===== src/rtl/instr_fetch_unit.sv =====
// Instruction fetch unit: host-loadable instruction RAM streamed in address order to the decoder over valid/ready.
// Optional feature macro IF_LOOP_EN adds fetch_loop/fetch_stop to repeat the range until stopped.
module instr_fetch_unit #(
    parameter int INSTR_W = 64,
    parameter int DEPTH   = 32,
    parameter int ADDR_W  = 5
) (
    input  logic               clk,
    input  logic               rst,
    input  logic               load_en,
    input  logic [ADDR_W-1:0]  load_addr,
    input  logic [INSTR_W-1:0] load_data,
    input  logic               fetch_start,
    input  logic [ADDR_W-1:0]  fetch_base,
    input  logic [ADDR_W:0]    fetch_len,
`ifdef IF_LOOP_EN
    input  logic               fetch_loop,
    input  logic               fetch_stop,
`endif
    output logic [INSTR_W-1:0] o_instr,
    output logic [ADDR_W-1:0]  o_instr_addr,
    output logic               o_valid,
    input  logic               i_ready,
    output logic               busy,
    output logic               done
);

    typedef enum logic [1:0] {IDLE, FETCH, DRAIN} state_t;

    logic [INSTR_W-1:0] mem [DEPTH];

    state_t              state_q, state_d;
    logic [ADDR_W-1:0]   ptr_q, ptr_d;
    logic [ADDR_W:0]     rem_q, rem_d;
    logic                done_q, done_d;
`ifdef IF_LOOP_EN
    logic [ADDR_W-1:0]   base_q, base_d;
    logic [ADDR_W:0]     len_q, len_d;
    logic                loop_q, loop_d;
    logic                stop_q, stop_d;
`endif

    logic [INSTR_W-1:0]  buf_data_q [2];
    logic [INSTR_W-1:0]  buf_data_d [2];
    logic [ADDR_W-1:0]   buf_addr_q [2];
    logic [ADDR_W-1:0]   buf_addr_d [2];
    logic                wr_sel_q, wr_sel_d;
    logic                rd_sel_q, rd_sel_d;
    logic [1:0]          count_q, count_d;

    logic                pop;
    logic                issue;

    // RAM contents are deliberately not reset so a reset does not force a reload.
    always_ff @(posedge clk) begin
        if (load_en) begin
            mem[load_addr] <= load_data;
        end
    end

    assign o_valid      = (count_q != 2'd0);
    assign o_instr      = buf_data_q[rd_sel_q];
    assign o_instr_addr = buf_addr_q[rd_sel_q];
    assign busy         = (state_q != IDLE);
    assign done         = done_q;

    assign pop   = o_valid & i_ready;
    assign issue = (state_q == FETCH) && ((count_q != 2'd2) || pop);

    // The buffer slot is the RAM read register: a same-edge write is not yet visible, giving old data.
    always_comb begin
        buf_data_d = buf_data_q;
        buf_addr_d = buf_addr_q;
        wr_sel_d   = wr_sel_q;
        rd_sel_d   = rd_sel_q;
        count_d    = count_q;
        if (issue) begin
            buf_data_d[wr_sel_q] = mem[ptr_q];
            buf_addr_d[wr_sel_q] = ptr_q;
            wr_sel_d             = ~wr_sel_q;
        end
        if (pop) begin
            rd_sel_d = ~rd_sel_q;
        end
        case ({issue, pop})
            2'b10:   count_d = count_q + 2'd1;
            2'b01:   count_d = count_q - 2'd1;
            default: count_d = count_q;
        endcase
    end

    always_comb begin
        state_d = state_q;
        ptr_d   = ptr_q;
        rem_d   = rem_q;
        done_d  = 1'b0;
`ifdef IF_LOOP_EN
        base_d  = base_q;
        len_d   = len_q;
        loop_d  = loop_q;
        stop_d  = stop_q;
`endif
        case (state_q)
            IDLE: begin
                if (fetch_start) begin
                    if (fetch_len != '0) begin
                        state_d = FETCH;
                        ptr_d   = fetch_base;
                        rem_d   = fetch_len;
`ifdef IF_LOOP_EN
                        base_d  = fetch_base;
                        len_d   = fetch_len;
                        loop_d  = fetch_loop;
                        stop_d  = 1'b0;
`endif
                    end else begin
                        done_d = 1'b1;
                    end
                end
            end
            FETCH: begin
`ifdef IF_LOOP_EN
                if (fetch_stop) begin
                    stop_d = 1'b1;
                end
`endif
                if (issue) begin
                    ptr_d = ptr_q + ADDR_W'(1);
                    rem_d = rem_q - (ADDR_W+1)'(1);
                    if (rem_q == (ADDR_W+1)'(1)) begin
`ifdef IF_LOOP_EN
                        // A stop raised during this pass lets the pass finish before draining.
                        if (loop_q && !(stop_q || fetch_stop)) begin
                            ptr_d = base_q;
                            rem_d = len_q;
                        end else begin
                            state_d = DRAIN;
                        end
`else
                        state_d = DRAIN;
`endif
                    end
                end
            end
            DRAIN: begin
                if ((count_q == 2'd1) && pop) begin
                    state_d = IDLE;
                    done_d  = 1'b1;
                end
            end
            default: state_d = IDLE;
        endcase
    end

    always_ff @(posedge clk) begin
        if (rst) begin
            state_q  <= IDLE;
            ptr_q    <= '0;
            rem_q    <= '0;
            done_q   <= 1'b0;
            wr_sel_q <= 1'b0;
            rd_sel_q <= 1'b0;
            count_q  <= 2'd0;
            for (int i = 0; i < 2; i++) begin
                buf_data_q[i] <= '0;
                buf_addr_q[i] <= '0;
            end
`ifdef IF_LOOP_EN
            base_q   <= '0;
            len_q    <= '0;
            loop_q   <= 1'b0;
            stop_q   <= 1'b0;
`endif
        end else begin
            state_q    <= state_d;
            ptr_q      <= ptr_d;
            rem_q      <= rem_d;
            done_q     <= done_d;
            wr_sel_q   <= wr_sel_d;
            rd_sel_q   <= rd_sel_d;
            count_q    <= count_d;
            buf_data_q <= buf_data_d;
            buf_addr_q <= buf_addr_d;
`ifdef IF_LOOP_EN
            base_q     <= base_d;
            len_q      <= len_d;
            loop_q     <= loop_d;
            stop_q     <= stop_d;
`endif
        end
    end

endmodule


===== config.mk =====
export PLATFORM = sky130hd
export DESIGN_NAME = instr_fetch_unit
export DESIGN_NICKNAME = d
export VERILOG_FILES = /design/src/rtl/instr_fetch_unit.sv
export SDC_FILE = /design/constraint.sdc
export NUM_CORES = 2
export LEC_CHECK = 0
export ABC_AREA = 1
export CAP_MARGIN = 30
export CORE_UTILIZATION = 30
export CTS_CLUSTER_SIZE = 14
export DETAILED_ROUTE_END_ITERATION = 16
export PLACE_DENSITY = 0.58
export REMOVE_ABC_BUFFERS = 1
export SLEW_MARGIN = 20
export SYNTH_ARGS = -nofsm -noshare
export SYNTH_HDL_FRONTEND = slang
export SYNTH_SLANG_ARGS = --single-unit
export TNS_END_PERCENT = 1

===== constraint.sdc =====
create_clock -name clk -period 4.4 [get_ports clk]
set_input_delay 0.88 -clock clk [delete_from_list [all_inputs] [get_ports clk]]
set_output_delay 0.88 -clock clk [all_outputs]
set_load 0.03 [all_outputs]

==> impl_results.md <==
- Outcome: completed
- CTS Buffer Depth: 3
- Async SR Flop Fraction: 0%
- Clock buffer count from CTS: 218
- First-pass GRT wire length: 384000 um
- Peak supply drop: 0.407 mV
- Crit-path cells: buf_12, o21ai_0, clkdlybuf4s50_1
- FF-to-FF path depth: 11
- Register Area: 64700 um^2
- Hold buffers post-CTS: 0
- Post-synth EDFFs: 2048
- Total wire length: 262000 um
- Postcts setup bufs: 0
- Area Overhead vs Synth: 16.0%
- Final ANT Viol Nets: 0
- P_leak: 36.2 nW
- Setup crit start kind: flop
- Overall die width: 545 um
- Initial DRC Count: 6638
- Layout cell share with drive strength beyond 1: 7.53%
- Resized Gates After CTS: 0
- Synth Cell Area: 88500 um^2
- H-tree depth: 4
- Setup TNS: 0 ns
- Full die area: 297000 um^2
- Core area: 294000 um^2
- CTS Sinks: 2209
- Row cnt: 199
- Main synth FF type: edfxtp_1
- Slew Viols, Final: 0
- # port buffers: 156
- Via count of the first global-routing pass: 56957
- Leading area contributor after synthesis: edfxtp_1
- CTS tree: done
- Commonest non-fill, non-tap cell in the layout: nand2_1
- Dpl hpwl: 140000 um
- Largest stage delay, worst path: 0.79 ns
- Final setup violating endpoints: 0
- Pwr dens: 567 nW/um^2
- Via density: 4.99
- Final min period: 3.81 ns
- RSZ-0062 raised after global routing: false
- Ys Warns: 0
- Worst Path Required: 3.52 ns
- Total grt overflow: 0
- Initial antenna violation count: 13
- Net total in the final layout: 7842
- Drt drc: 0
- Max-Cap Viols: 0
- Finished Layout Cells: 11864
- Gr usage total: 17.1%
- CP max stage cell: clkdlybuf4s50_1
- Hold_sp: buf_data_q[5]
- Die H: 545 um
- Synth top area cells: edfxtp_1 69%, nand2_1 11%, nand3_1 11%
- Area of the multi-input gates: 21000 um^2
- Reg2reg end: buf_data_q[92]
- Final GP Congestion: 0.783
- Reg2reg setup slack: 1.48 ns
- Fin crit share: 86.5%
- Syn Inst Count: 7651
- Slew headroom: 31.4%
- Crit path kind: reg2out
- Synth unique cells: 31
- Worst-Margin Slew: 1.03 ns
- Clk pin slew, worst setup/hold paths: 0.06 ns
- Worst EP arrival: 2.93 ns
- Top-area cell type share of the netlist area: 69.5%
- Hold Crit Depth: 2
- CP Capture Type: output pin
- WHS Endpoint: buf_data_q[5]
- Sequential fraction of the synthesis area: 73.1%
- Critical-path maximum fanout: 31
- Later-pin clock latency in the skew report: 0.88 ns
- Achievable Freq: 263 MHz
- Largest net degree at the start of global routing: 150
- Clock Skews: 0.0466 ns
- Dpl cells: 11444
- Most frequent cells in the layout: 2592 x nand2_1, 2048 x edfxtp_1, 1933 x nand3_1
- Fin. Hold Viols: 0
- FF+latch count, synth: 2209
- Ports: 157
- Pre-antenna DRT Iters: 8
- Root Driver: clkbuf_16
- Class of the worst hold path: reg2reg
- Routed length per instance: 22.1 um
- Fill cells: 28366
- Starting Density: 30.2%
- Mean Syn Cell Area: 11.6 um^2
- DR vias: 59253
-- worst max path at each step --
stage,to,start,cells past startpoint
after CTS,o_instr[3],rd_sel_q,3
after detailed placement,buf_data_q[117],i_ready,10
after global placement,buf_data_q[127],i_ready,10
after floorplan,buf_data_q[103],flop,9
after global routing,o_instr[3],rd_sel_q,3
final,o_instr[3],rd_sel_q,3
-- cells by family (layout without fill, tap and decap cells) --
family	count (synthesis)	after routing	share of synthesized area [%]
compound gates	198	198	1.16
xor+xnor	3	3	0.0297
fa+ha+maj	7	7	0.0989
buf+inv	651	943	3.39
flops	2209	2209	73.1
other cells	0	2	0
simple gates	4583	4583	22.2
-- cell type report --
type                       instances  share of cell area (%)
multi-input combinational       4791                    20.5
antenna                            2                 0.00487
inverter                         159                   0.632
sequential                      2209                    63.1
tap                             3919                    4.78
timing repair buffer             371                    3.95
clock buffer                     297                    5.79
clock inverter                   116                    1.31
-- critical path, delay by kind of cell (launching register included) --
kind | cells | cell delay, ns
buf+inv | 2 | 1.01
flops | 1 | 0.45
compound gates | 1 | 0.54
-- power by group --
part / internal [mW] / switching [mW] / total, mW / leakage [nW]
clock: 10.8 / 8.15 / 19.0 / 3.56
combinational: 4.30 / 11.0 / 15.3 / 12.9
sequential: 23.5 / 0.432 / 23.9 / 19.8
-- routing by layer --
metal  global-route usage [%]  wire [um]
met5                        0         50
met4                     4.59       6460
met3                     2.20      16700
met2                     28.5     126000
met1                     23.3     113000
-- state kept, by name, indices dropped and copies added (netlist names), named ones only --
register,flops
buf_data_q,128
done,1
count_q,2
rd_sel_q,1
buf_addr_q,10
wr_sel_q,1
ptr_q,5
mem,2048
rem_q,6
state_q,2
-- cells in the mapped netlist (36+ instances only) --
cell / n
a21oi_1: 89
buf_1: 66
buf_2: 279
buf_4: 36
clkbuf_1: 102
dfxtp_1: 161
edfxtp_1: 2048
inv_1: 151
nand2_1: 2592
nand3_1: 1933
nor2_1: 52
o21ai_0: 97
-- metrics by stage --
step	total power [mW]	cell area [um^2]	setup WS, ns	util (%)	hold slack [ns]
2_1_floorplan	32.3	86100	-41.39	-	0.426
3_3_place_gp	39.6	95100	0.958	32.4	0.437
3_5_place_dp	39.7	95300	0.924	32.5	0.439
4_1_cts	58.5	103000	0.360	35.0	0.453
5_1_grt	60.7	103000	0.460	35.0	0.464
6_report	58.2	103000	0.594	35.0	0.450
Note: power is estimated with default switching activity, not from simulation.
